==> config.mk <==
export PLATFORM = sky130hd
export DESIGN_NAME = fog_adc_demod
export DESIGN_NICKNAME = d
export VERILOG_FILES = /design/src/rtl/fog_adc_demod.sv
export SDC_FILE = /design/constraint.sdc
export NUM_CORES = 1
export LEC_CHECK = 0
export BUFFER_PORTS_ARGS = -buffer_cell sky130_fd_sc_hd__buf_2
export CAP_MARGIN = 20
export CORE_ASPECT_RATIO = 0.7
export CORE_UTILIZATION = 45
export CTS_CLUSTER_SIZE = 28
export DETAILED_ROUTE_END_ITERATION = 6
export SETUP_SLACK_MARGIN = 0.1
export SLEW_MARGIN = 20
export SYNTH_ARGS = -nofsm -noshare
export SYNTH_HDL_FRONTEND = slang
export SYNTH_SLANG_ARGS = --single-unit
export TNS_END_PERCENT = 10
==> constraint.sdc <==
create_clock -name Refin_Clk -period 6.5 [get_ports Refin_Clk]
set_clock_uncertainty 0.1 [all_clocks]
set_input_delay 0.975 -clock Refin_Clk [delete_from_list [all_inputs] [get_ports Refin_Clk]]
set_output_delay 0.975 -clock Refin_Clk [all_outputs]
set_load 0.1 [all_outputs]
==> src/rtl/fog_adc_demod.sv <==
// FOG detector demodulator: keeps the last ADC sample of each modulation half,
// integrates (pos - neg) and (pos + neg) over 2^ACC_LOG2 periods, and emits a
// saturated signed error word plus the mean detector level.
// Optional build macro DEMOD_SIGN_INV_EN inverts the error sign (neg - pos).
module fog_adc_demod #(
  parameter int unsigned DATA_W   = 16,
  parameter int unsigned ACC_LOG2 = 9,
  parameter int unsigned ERR_W    = 16
) (
  input  logic                     Refin_Clk,
  input  logic                     SYS_RST,
  input  logic                     SYS_START,
  input  logic [DATA_W-1:0]        AD_DATA,
  input  logic                     AD_VALID,
  input  logic                     Phase_Pos,
  input  logic                     Period_Start,
  output logic signed [ERR_W-1:0]  Err,
  output logic                     Err_Valid,
  output logic [DATA_W-1:0]        Mean,
  output logic                     Sync_Err
);

  localparam int unsigned DW = DATA_W + ACC_LOG2 + 2;  // difference accumulator
  localparam int unsigned SW = DATA_W + ACC_LOG2 + 1;  // sum accumulator
  localparam int unsigned QW = DATA_W + 2;             // acc_d after >>> ACC_LOG2

  localparam logic signed [QW-1:0] ErrMax = {{(QW-ERR_W+1){1'b0}}, {(ERR_W-1){1'b1}}};
  localparam logic signed [QW-1:0] ErrMin = {{(QW-ERR_W+1){1'b1}}, {(ERR_W-1){1'b0}}};

  typedef enum logic [1:0] {StIdle, StSync, StAccum} state_t;

  state_t                    state_q;
  logic                      phase_q;
  logic [DATA_W-1:0]         pos_smp_q, neg_smp_q;
  logic                      pos_seen_q, neg_seen_q, fell_q;
  logic signed [DW-1:0]      acc_d_q;
  logic [SW-1:0]             acc_s_q;
  logic [ACC_LOG2-1:0]       cnt_q;
  logic signed [QW-1:0]      snap_d_q;
  logic [DATA_W-1:0]         snap_s_q;
  logic                      dump_q;

  logic                      fall;
  logic signed [DW-1:0]      acc_d_fall, acc_d_close;
  logic [SW-1:0]             acc_s_close;
  logic signed [QW-1:0]      err_src;
  logic signed [ERR_W-1:0]   err_sat;

  // Half-closing arithmetic and error saturation.
  always_comb begin
    fall        = phase_q & ~Phase_Pos;
    acc_d_fall  = acc_d_q + $signed({{(DW-DATA_W){1'b0}}, pos_smp_q});
    acc_d_close = acc_d_q - $signed({{(DW-DATA_W){1'b0}}, neg_smp_q});
    acc_s_close = acc_s_q + {{(SW-DATA_W){1'b0}}, pos_smp_q}
                          + {{(SW-DATA_W){1'b0}}, neg_smp_q};
`ifdef DEMOD_SIGN_INV_EN
    err_src     = -snap_d_q;
`else
    err_src     = snap_d_q;
`endif
    err_sat     = err_src[ERR_W-1:0];
    if (err_src > ErrMax) begin
      err_sat = ErrMax[ERR_W-1:0];
    end else if (err_src < ErrMin) begin
      err_sat = ErrMin[ERR_W-1:0];
    end
  end

  // Control FSM, sample latches, accumulators and registered outputs.
  always_ff @(posedge Refin_Clk or posedge SYS_RST) begin
    if (SYS_RST) begin
      state_q    <= StIdle;
      phase_q    <= 1'b0;
      pos_smp_q  <= '0;
      neg_smp_q  <= '0;
      pos_seen_q <= 1'b0;
      neg_seen_q <= 1'b0;
      fell_q     <= 1'b0;
      acc_d_q    <= '0;
      acc_s_q    <= '0;
      cnt_q      <= '0;
      snap_d_q   <= '0;
      snap_s_q   <= '0;
      dump_q     <= 1'b0;
      Err        <= '0;
      Err_Valid  <= 1'b0;
      Mean       <= {1'b0, {(DATA_W-1){1'b1}}};
      Sync_Err   <= 1'b0;
    end else begin
      phase_q   <= Phase_Pos;
      Err_Valid <= 1'b0;
      dump_q    <= 1'b0;
      if (!SYS_START) begin
        // Abort: drop everything in flight, keep the last published Err/Mean.
        state_q    <= StIdle;
        pos_smp_q  <= '0;
        neg_smp_q  <= '0;
        pos_seen_q <= 1'b0;
        neg_seen_q <= 1'b0;
        fell_q     <= 1'b0;
        acc_d_q    <= '0;
        acc_s_q    <= '0;
        cnt_q      <= '0;
      end else begin
        if (dump_q) begin
          Err       <= err_sat;
          Mean      <= snap_s_q;
          Err_Valid <= 1'b1;
        end
        unique case (state_q)
          StIdle: state_q <= StSync;
          StSync: begin
            if (Period_Start) begin
              state_q    <= StAccum;
              acc_d_q    <= '0;
              acc_s_q    <= '0;
              cnt_q      <= '0;
              fell_q     <= 1'b0;
              neg_seen_q <= 1'b0;
              pos_seen_q <= AD_VALID;
              if (AD_VALID) pos_smp_q <= AD_DATA;
            end
          end
          StAccum: begin
            if (fall) begin
              if (!pos_seen_q) begin
                Sync_Err   <= 1'b1;
                state_q    <= StSync;
                acc_d_q    <= '0;
                acc_s_q    <= '0;
                cnt_q      <= '0;
                pos_seen_q <= 1'b0;
                neg_seen_q <= 1'b0;
                fell_q     <= 1'b0;
              end else begin
                acc_d_q <= acc_d_fall;
                fell_q  <= 1'b1;
                // A sample on the falling cycle already belongs to the negative half.
                if (AD_VALID) begin
                  neg_smp_q  <= AD_DATA;
                  neg_seen_q <= 1'b1;
                end
              end
            end else if (Period_Start) begin
              if (!fell_q || !neg_seen_q) begin
                // The closing Period_Start does not open a new period.
                Sync_Err   <= 1'b1;
                state_q    <= StSync;
                acc_d_q    <= '0;
                acc_s_q    <= '0;
                cnt_q      <= '0;
                pos_seen_q <= 1'b0;
                neg_seen_q <= 1'b0;
                fell_q     <= 1'b0;
              end else begin
                if (&cnt_q) begin
                  snap_d_q <= acc_d_close[DW-1:ACC_LOG2];
                  snap_s_q <= acc_s_close[SW-1:ACC_LOG2+1];
                  dump_q   <= 1'b1;
                  acc_d_q  <= '0;
                  acc_s_q  <= '0;
                  cnt_q    <= '0;
                end else begin
                  acc_d_q  <= acc_d_close;
                  acc_s_q  <= acc_s_close;
                  cnt_q    <= cnt_q + ACC_LOG2'(1);
                end
                fell_q     <= 1'b0;
                neg_seen_q <= 1'b0;
                pos_seen_q <= AD_VALID;
                if (AD_VALID) pos_smp_q <= AD_DATA;
              end
            end else if (AD_VALID) begin
              if (Phase_Pos) begin
                pos_smp_q  <= AD_DATA;
                pos_seen_q <= 1'b1;
              end else begin
                neg_smp_q  <= AD_DATA;
                neg_seen_q <= 1'b1;
              end
            end
          end
          default: state_q <= StIdle;
        endcase
      end
    end
  end

endmodule

# Word level (Yosys, flattened, before mapping)
# Cells that the tools add are included.
# word_totals
elab_cells,150
ff_bits,169
input_bits,22
output_inout_bits,34
# op_classes
addsub,5
bitwise_logic,4
magnitude_cmp,2
n_reduce_logical,17
n_eq_ne,21
mux,84
# ops
op,count
$mux W16,18
$mux W27,7
$mux W26,7
$mux W9,7
$pmux W27 S2,1
$add A26 B16 Y26,2
$pmux W26 S2,1
$pmux W16 S2,1
$mux W1,31
$add A27 B17 Y27,1
$sub A27 B17 Y27,1
$ne A4 B4 Y1 const B,6
$ne A5 B5 Y1 const B,4
$gt A18 B16 Y1 const B,1
$lt A18 B16 Y1 const B,1
$pmux W9 S2,1
$reduce_and A5 Y1,3
$reduce_and A14 Y1,1
$mux W2,6
$reduce_and A4 Y1,3
$add A9 B1 Y9 const B,1
$ne A3 B3 Y1 const B,3
$reduce_and A9 Y1,1
$ne A3 B2 Y1 const B,2
16 further kinds,23

# Depth between registers and ports, before layout
# Gate-level depths: netlist of the first run.
# logic_depth
ltp_word,8
mapped_depth,12
mapped_depth_nobuf,12

# Worst setup path before layout of the first run
# OpenSTA, ideal clock, no wires.
# synth_path
kind,register -> register
from,reg pos_smp_q[1]
to,reg acc_s_q[23]
path_stages_with_launch,13
t_arrival_ps,3002
n_path_buf,0
setup_ps,118
path_slack_ps,3280
required_ps,6282
path_cell_list,dfrtp_1 fa_1 ha_1 inv_1 fa_1 nor2b_1 o21ai_0 a21boi_1 o21ai_1 a211oi_2 o2111ai_1 a21o_1 a21o_1
# synth_via
elab_chain_cells,8
# synth_rtl
item,line,rtl
from (decl),34,"logic [DATA_W-1:0] pos_smp_q, neg_smp_q;"
from (signal assigned),74,pos_smp_q <= '0;
from (signal assigned),96,pos_smp_q <= '0;
from (signal assigned),121,if (AD_VALID) pos_smp_q <= AD_DATA;
$add A26 B16 Y26,54,"acc_s_close = acc_s_q + {{(SW-DATA_W){1'b0}}, pos_smp_q}"
$add A26 B16 Y26,55,"+ {{(SW-DATA_W){1'b0}}, neg_smp_q};"
$mux W26,156,if (&cnt_q) begin
$mux W26,145,if (!fell_q || !neg_seen_q) begin
$mux W26,144,end else if (Period_Start) begin
$mux W26,125,if (fall) begin
$pmux W26 S2,110,unique case (state_q)
$mux W26,93,if (!SYS_START) begin
to (signal assigned),165,acc_s_q <= acc_s_close;
to (decl),37,logic [SW-1:0] acc_s_q;
# No other way between the ends. The select of a mux whose other input is x is not followed.
# A chain may end at the register's enable or synchronous reset.

# Worst setup path after layout of the first run
# layout_path
from,reg pos_smp_q[1]
to,reg acc_s_q[25]
# Same word-level chain as after synthesis.

==> impl_metrics.py, run 1 <==
metrics = {
    "floorplanning": {
        "fp.coreArea_um2": 21850,
        "dieArea_um2": 23070,
        "initial_core_util_pct": 46.25,
        "num_rows": 45,
        "die_h_um": 127.4,
        "die_w_um": 181.1,
        "ios": 56,
    },
    "place": {
        "portBuffers": 55,
        "placed_cells": 1344,
        "gp_congestion": 0.8774,
        "dp_hpwl_um": 17320,
        "placed_area_um2": 10570,
    },
    "finish": {
        "diodes": 0,
        "drive_gt1_share_pct": 14.44,
        "syn2layout_area_growth_pct": 10.68,
        "fillers": 2041,
        "nets": 1172,
        "fin_area_um2": 11180,
        "stdcell_count": 1376,
    },
    "timing": {
        "worst_pin_slew_ps": 1018,
        "period_minus_slack_ps": 3842,
        "final_max_slew_viol_count": 0,
        "rsz0062_at_grt": "false",
        "setup_tns_ps": 0,
        "report.final.setup_viol": 0,
        "fin_crit_sh_pct": 59.11,
        "hold_viol": 0,
        "max_freq_ghz": 0.2603,
        "slew_headroom_pct": 31.98,
    },
    "global_route": {
        "grt_pass1_vias": 7436,
        "antenna_found_initial": 0,
        "grt_max_degree": 67,
        "grt.overflow.total": 0,
        "grt_usage_pct": 22.04,
        "grt_pass1_wl_um": 39790,
    },
    "routing": {
        "vias": 7727,
        "drt_pre_antenna_iters": 5,
        "drt-total-wl_um": 23630,
        "final_antenna_net_count": 0,
        "drc": 0,
        "viasPerCell": 5.616,
        "wl_per_cell_um": 17.17,
        "drtIter0Drc": 582,
    },
    "power_and_ir_drop": {
        "max-vdd-ir-drop_mv": 0.1696,
        "p_total_uw": 2409,
        "power_density_nw_per_um2": 215.5,
        "leakage_uw": 0.005381,
    },
    "synthesis": {
        "yosys.area.top_type": "dfrtp_1",
        "synth.top_cell.area_share_pct": 38.14,
        "synth_ff_type": "dfrtp_1",
        "ys_top_cells_by_area": "dfrtp_1, o21ai_0, ha_1",
        "syn_inst": 1048,
        "synth_edf_count": 0,
        "ys_types": 81,
        "ys_seq_elements": 169,
        "async_flop_share_pct": 100.0,
        "synth_fp_nets": 1139,
        "synth_seq_area_share_pct": 42.04,
        "netlist_area_um2": 10100,
        "yosys_warnings": 0,
        "syn_area_per_cell_um2": 9.641,
    },
    "worst_hold_path": {
        "whs_path_depth": 2,
        "min_to": "Err[9]$_DFFE_PP0P_",
        "hp-start": "Err[9]$_DFFE_PP0P_",
        "hold_path_class": "register to register",
    },
    "critical_path": {
        "crit_family": "compound AO/OA/AOI/OAI gates",
        "start_kind": "register",
        "worst_ep_required_time_ps": 6750,
        "reg2reg_depth": 12,
        "r2r_setup_slack_ps": 2660,
        "reg2reg_from": "pos_smp_q[1]$_DFFE_PP0P_",
        "regToRegEndpoint": "acc_s_q[25]$_DFFE_PP0P_",
        "crit_start": "pos_smp_q[1]$_DFFE_PP0P_",
        "critPathKind": "register to register",
        "path_max_fanout": 6,
        "worstPathCellList": "fa_1, ha_1, inv_1, fa_1, nor2b_1, o21ai_0, a21boi_1, o21ai_1, a211oi_2, o2111ai_1, or3_1, o21ai_0",
        "slowest_delay_ps": 560,
        "end_kind": "register",
        "crit_arrival_ps": 4090,
        "cpMaxStageDelayCell": "fa_1",
        "cp_num_buf_inv": 1,
    },
    "clock_network": {
        "cts_tree": "yes",
        "cts_htree_levels": 4,
        "clockRootBuffer": "clkbuf_16",
        "clk_pin_slew_ps": 70,
        "cts_buffer_depth": 2,
        "numCtsBuffers": 17,
        "cts_num_sinks": 169,
        "cts-resized-gates": 0,
        "clock_latency_ps": 440,
        "cts_hold_buf": 0,
        "post_cts_buffers": 0,
    },
    "status": {
        "status": "finished clean",
    },
    "flow_run": {
        "drv_cap": 0,
    },
}
-- synthesized netlist by cell type, types with 5 or more instances --
| cell | n |
|---|---|
| inv_1 | 35 |
| xnor2_1 | 27 |
| o21a_1 | 5 |
| nor2_1 | 47 |
| a21oi_1 | 54 |
| o31ai_1 | 12 |
| nand2b_1 | 10 |
| fa_1 | 19 |
| mux2i_1 | 17 |
| o21ai_0 | 141 |
| and3_1 | 13 |
| nor2b_1 | 22 |
| nor3b_1 | 5 |
| or3_1 | 7 |
| o22ai_1 | 9 |
| o211ai_1 | 9 |
| nand3_1 | 27 |
| ha_1 | 50 |
| a22o_1 | 6 |
| buf_2 | 6 |
| a211oi_1 | 6 |
| dfrtp_1 | 154 |
| nand2_1 | 126 |
| nor3_1 | 9 |
| clkbuf_1 | 32 |
| mux2_2 | 20 |
| dfstp_2 | 15 |
| a21o_1 | 22 |
| o21ai_1 | 7 |
| and2_1 | 5 |
| a31oi_1 | 9 |
| xor2_1 | 31 |
-- worst register-to-register path: stages (launching register included) --
cell,delay [ps]
dfrtp_1,450
fa_1,560
ha_1,300
inv_1,90
fa_1,390
nor2b_1,180
o21ai_0,120
a21boi_1,250
o21ai_1,180
a211oi_2,460
o2111ai_1,260
or3_1,350
o21ai_0,80
-- layer usage --
metal  part of all wire, %  global-route usage (%)  routed length [µm]  vias up
li1                      -                       -                   -     3817
met1                    53                   33.10               12580     3740
met2                    41                   31.95                9717      147
met3                   4.0                   4.390                 950       23
met4                   1.6                   6.530                 380        0
met5                     0                       0                   0        -
-- layout make-up --
| type | instances | area [µm²] | area share [%] |
|---|---|---|---|
| flip-flops and latches | 169 | 4248 | 37.99 |
| repair buffers | 63 | 335.3 | 2.999 |
| inverters | 35 | 136.4 | 1.220 |
| well taps | 282 | 352.8 | 3.155 |
| multi-input cells | 795 | 5498 | 49.17 |
| clock inverters | 13 | 168.9 | 1.511 |
| clock buffers | 19 | 442.9 | 3.961 |
-- how the worst max path moves through the flow --
stage / end / depth (start not counted)
5_1_grt: acc_s_q[25]$_DFFE_PP0P_ / 12
2_1_floorplan: Err[0]$_DFFE_PP0P_ / 1
6_report: acc_s_q[25]$_DFFE_PP0P_ / 12
3_5_place_dp: acc_d_q[22]$_DFFE_PP0P_ / 8
4_1_cts: acc_s_q[25]$_DFFE_PP0P_ / 12
3_3_place_gp: acc_d_q[22]$_DFFE_PP0P_ / 8
-- stage by stage --
stage | setup slack [ps] | hold WS, ps | util (%)
floorplan | 874.7 | 342.9 | -
global placement | 2419 | 360.1 | 48.38
detailed placement | 2324 | 364.8 | 48.38
CTS | 2689 | 379.6 | 51.19
global route | 2404 | 399.7 | 51.19
finish | 2658 | 371.0 | 51.19
-- sequential cells by signal, summed over array words and instances, names as in the netlist, 9 cells and up --
| register | flops |
|---|---|
| acc_s_q | 26 |
| Mean | 16 |
| err_src | 18 |
| pos_smp_q | 16 |
| neg_smp_q | 16 |
| Err | 16 |
| cnt_q | 9 |
| snap_s_q | 16 |
| acc_d_q | 27 |
-- layout by cell type, fill, tap and decap left out, types with 15 or more instances in the layout --
master,count
a21o_1,22
nor2b_1,22
xnor2_1,27
nor2_1,47
dfstp_2,15
fa_1,19
inv_1,34
clkbuf_16,17
nand3_1,26
a21oi_1,54
ha_1,50
mux2i_1,17
buf_2,55
xor2_1,31
o21ai_0,140
mux2_2,20
dfrtp_1,154
nand2_1,125
-- cell families (layout without fill, tap and decap cells) --
logic type	Yosys count	in the layout	share of synthesized area [%]
xor gates and xnor gates	58	58	5.028
DFF	169	169	42.04
muxes	37	37	3.913
buffers and inverters	84	130	3.653
AOI/OAI and AO/OA	338	338	21.33
and+or+nand+nor	293	293	14.08
adders and majority gates	69	69	9.957
-- report_power, final --
| group | total (µW) | internal [µW] | switching, µW | leakage [µW] |
|---|---|---|---|---|
| logic | 262 | 89.5 | 173 | 0.00281 |
| clock network | 1060 | 619 | 442 | 0.000287 |
| registers | 1090 | 1070 | 18.0 | 0.00228 |
| total | 2410 | 1780 | 633 | 0.00538 |
No activity file was read; power rests on OpenSTA's default activity.
==> run 2, diff against run 1 <==
==> constraint.sdc (replaced) <==
create_clock -name Refin_Clk -period 3.3 [get_ports Refin_Clk]
set_clock_uncertainty 0.1 [all_clocks]
set_input_delay 0.495 -clock Refin_Clk [delete_from_list [all_inputs] [get_ports Refin_Clk]]
set_output_delay 0.495 -clock Refin_Clk [all_outputs]
set_load 0.1 [all_outputs]
==> run 2 against run 1 <==
Against the previous run:
- global-route usage about the same
- via count rose by 0.82%
- count of clock-buffer cells in the layout rose by 3
==> impl_metrics.py, run 2 (same netlist as run 1, synthesis figures left out) <==
metrics = {
    "power_and_ir_drop": {
        "power_switching_uw": 1205,
        "power_density_nw_per_um2": 403.7,
        "p_comb_share_pct": 11.4,
        "internal_power_uw": 3429,
        "swShare_pct": 26.00,
        "clkPwrFrac_pct": 42.4,
        "p_seq_share_pct": 46.2,
        "max-vdd-ir-drop_mv": 0.3602,
        "leakage_uw": 0.005524,
    },
    "finish": {
        "diodes": 0,
        "seq_area_um2": 4248,
        "nets": 1202,
        "fillers": 2013,
        "final_cell_mix": "dfrtp_1, o21ai_0, nand2_1",
        "mostFrequentLayoutCell": "dfrtp_1",
        "syn2layout_area_growth_pct": 13.61,
        "drive_gt1_share_pct": 17.79,
        "largest-register": "acc_d_q",
        "stdcell_count": 1406,
        "fin_area_um2": 11480,
        "multiInputGateArea_um2": 5594,
        "largest_register_ffs": 27,
    },
    "timing": {
        "hold_viol": 0,
        "setup_ws_ps": 87.35,
        "slew_headroom_pct": 38.96,
        "period_minus_slack_ps": 3213,
        "max_freq_ghz": 0.3113,
        "fin_crit_sh_pct": 97.35,
        "worst_pin_slew_ps": 912.3,
        "setup_tns_ps": 0,
        "hold_slack_ps": 138.1,
        "final_max_slew_viol_count": 0,
        "report.final.setup_viol": 0,
        "rsz0062_at_grt": "true",
    },
    "routing": {
        "final_antenna_net_count": 0,
        "wl_per_cell_um": 16.90,
        "viasPerCell": 5.541,
        "drtIter0Drc": 391,
        "drc": 0,
        "vias": 7790,
        "drt-total-wl_um": 23770,
        "drt_pre_antenna_iters": 4,
    },
    "place": {
        "placed_cells": 1367,
        "dp_hpwl_um": 17360,
        "dp_worst_setup_slack_ps": -103.0,
        "gp_congestion": 0.8555,
        "portBuffers": 55,
        "placed_area_um2": 10750,
    },
    "critical_path": {
        "cp_num_buf_inv": 2,
        "end_kind": "register",
        "crit_family": "adder cells",
        "start_kind": "register",
        "cpMaxStageDelayCell": "fa_1",
        "slowest_delay_ps": 560,
        "path_common_cell": "o21ai_2",
        "crit_arrival_ps": 3470,
        "reg2reg_from": "pos_smp_q[1]$_DFFE_PP0P_",
        "critPathKind": "register to register",
        "worstPathCellList": "fa_1, ha_2, inv_2, fa_2, nor2b_4, o21ai_2, a21boi_2, o21ai_2, a211oi_2, buf_4, o2111ai_4, or3_1, o21ai_0",
        "path_max_fanout": 6,
        "crit_start": "pos_smp_q[1]$_DFFE_PP0P_",
        "worst_ep_required_time_ps": 3560,
    },
    "clock_network": {
        "clk_pin_slew_ps": 70,
        "cts_tree": "yes",
        "cts_htree_levels": 4,
        "numCtsBuffers": 17,
        "clockRootBuffer": "clkbuf_16",
        "clock_latency_ps": 440,
        "cts_buffer_depth": 2,
        "cts_num_sinks": 169,
    },
    "global_route": {
        "grt_pass1_wl_um": 39720,
        "antenna_found_initial": 0,
        "grt.overflow.total": 0,
        "grt_pass1_vias": 7510,
        "grt_usage_pct": 22.04,
        "grt_max_degree": 94,
    },
    "floorplanning": {
        "dieArea_um2": 23070,
        "ios": 56,
        "die_w_um": 181.1,
        "initial_core_util_pct": 46.25,
        "fp.coreArea_um2": 21850,
        "die_h_um": 127.4,
        "num_rows": 45,
    },
    "worst_hold_path": {
        "hold_path_class": "input pin to register",
        "hp-start": "Phase_Pos",
    },
    "status": {
        "status": "finished clean",
    },
    "flow_run": {
        "drv_cap": 0,
    },
}
## run 2: power by group through the flow
stage	logic [µW]	clock network (µW)	registers [µW]
2_1_floorplan	359	0	2200
3_3_place_gp	521	0	2180
3_5_place_dp	523	0	2180
4_1_cts	527	2010	2140
5_1_grt	591	2100	2140
6_report	528	1970	2140
## run 2: cell type report
cell class,count,area share (%)
flip-flops and latches,169,37.01
inverters,35,1.177
well taps,282,3.074
repair buffers,93,5.014
clock buffers,22,3.957
clock inverters,10,1.036
multi-input cells,795,48.74
## run 2: worst register-to-register path: cells and delay by family (launching register included)
family          cells  cell delay (ps)
simple gates        2              460
buf+inv             2              250
compound gates      6              790
fa+ha+maj           3             1130
flops               1              410
## run 2: worst paths after layout
check / to / slack, ps / cells after the start
min in group asynchronous: pos_smp_q[2]$_DFFE_PP0P_ / 460 / 3
hold / removal: phase_q$_DFF_PP0_ / 140 / 1
setup reg to reg: acc_s_q[25]$_DFFE_PP0P_ / 90 / 13
hold reg to reg: Err[4]$_DFFE_PP0P_ / 380 / 2
max in group asynchronous: acc_d_q[22]$_DFFE_PP0P_ / 1850 / 4
setup / recovery: acc_s_q[25]$_DFFE_PP0P_ / 90 / 13
## run 2: layer usage
| metal | part of all wire (%) | vias to the layer above | track usage [%] | wire length, µm |
|---|---|---|---|---|
| met3 | 4.4 | 21 | 5.074 | 1043 |
| met1 | 52 | 3742 | 33.41 | 12440 |
| li1 | - | 3880 | - | - |
| met5 | 0 | - | 0 | 0 |
| met2 | 42 | 147 | 31.65 | 10030 |
| met4 | 1.1 | 0 | 5.135 | 256 |
## run 2: through the flow
stage               util, %  total power, µW
floorplan                 -             2556
global placement      49.23             2698
detailed placement    49.23             2702
CTS                   52.21             4681
global route          52.54             4840
finish                52.54             4634
## run 2: what timing repair did
item / in CTS / in global routing
endpoints found under the hold margin: 10 / 0
hold buffers: 1 / 0
setup endpoints to repair: 9 / 23
pin swaps: 3 / 7
resized for setup: 9 / 13
buffers inserted: 4 / 2
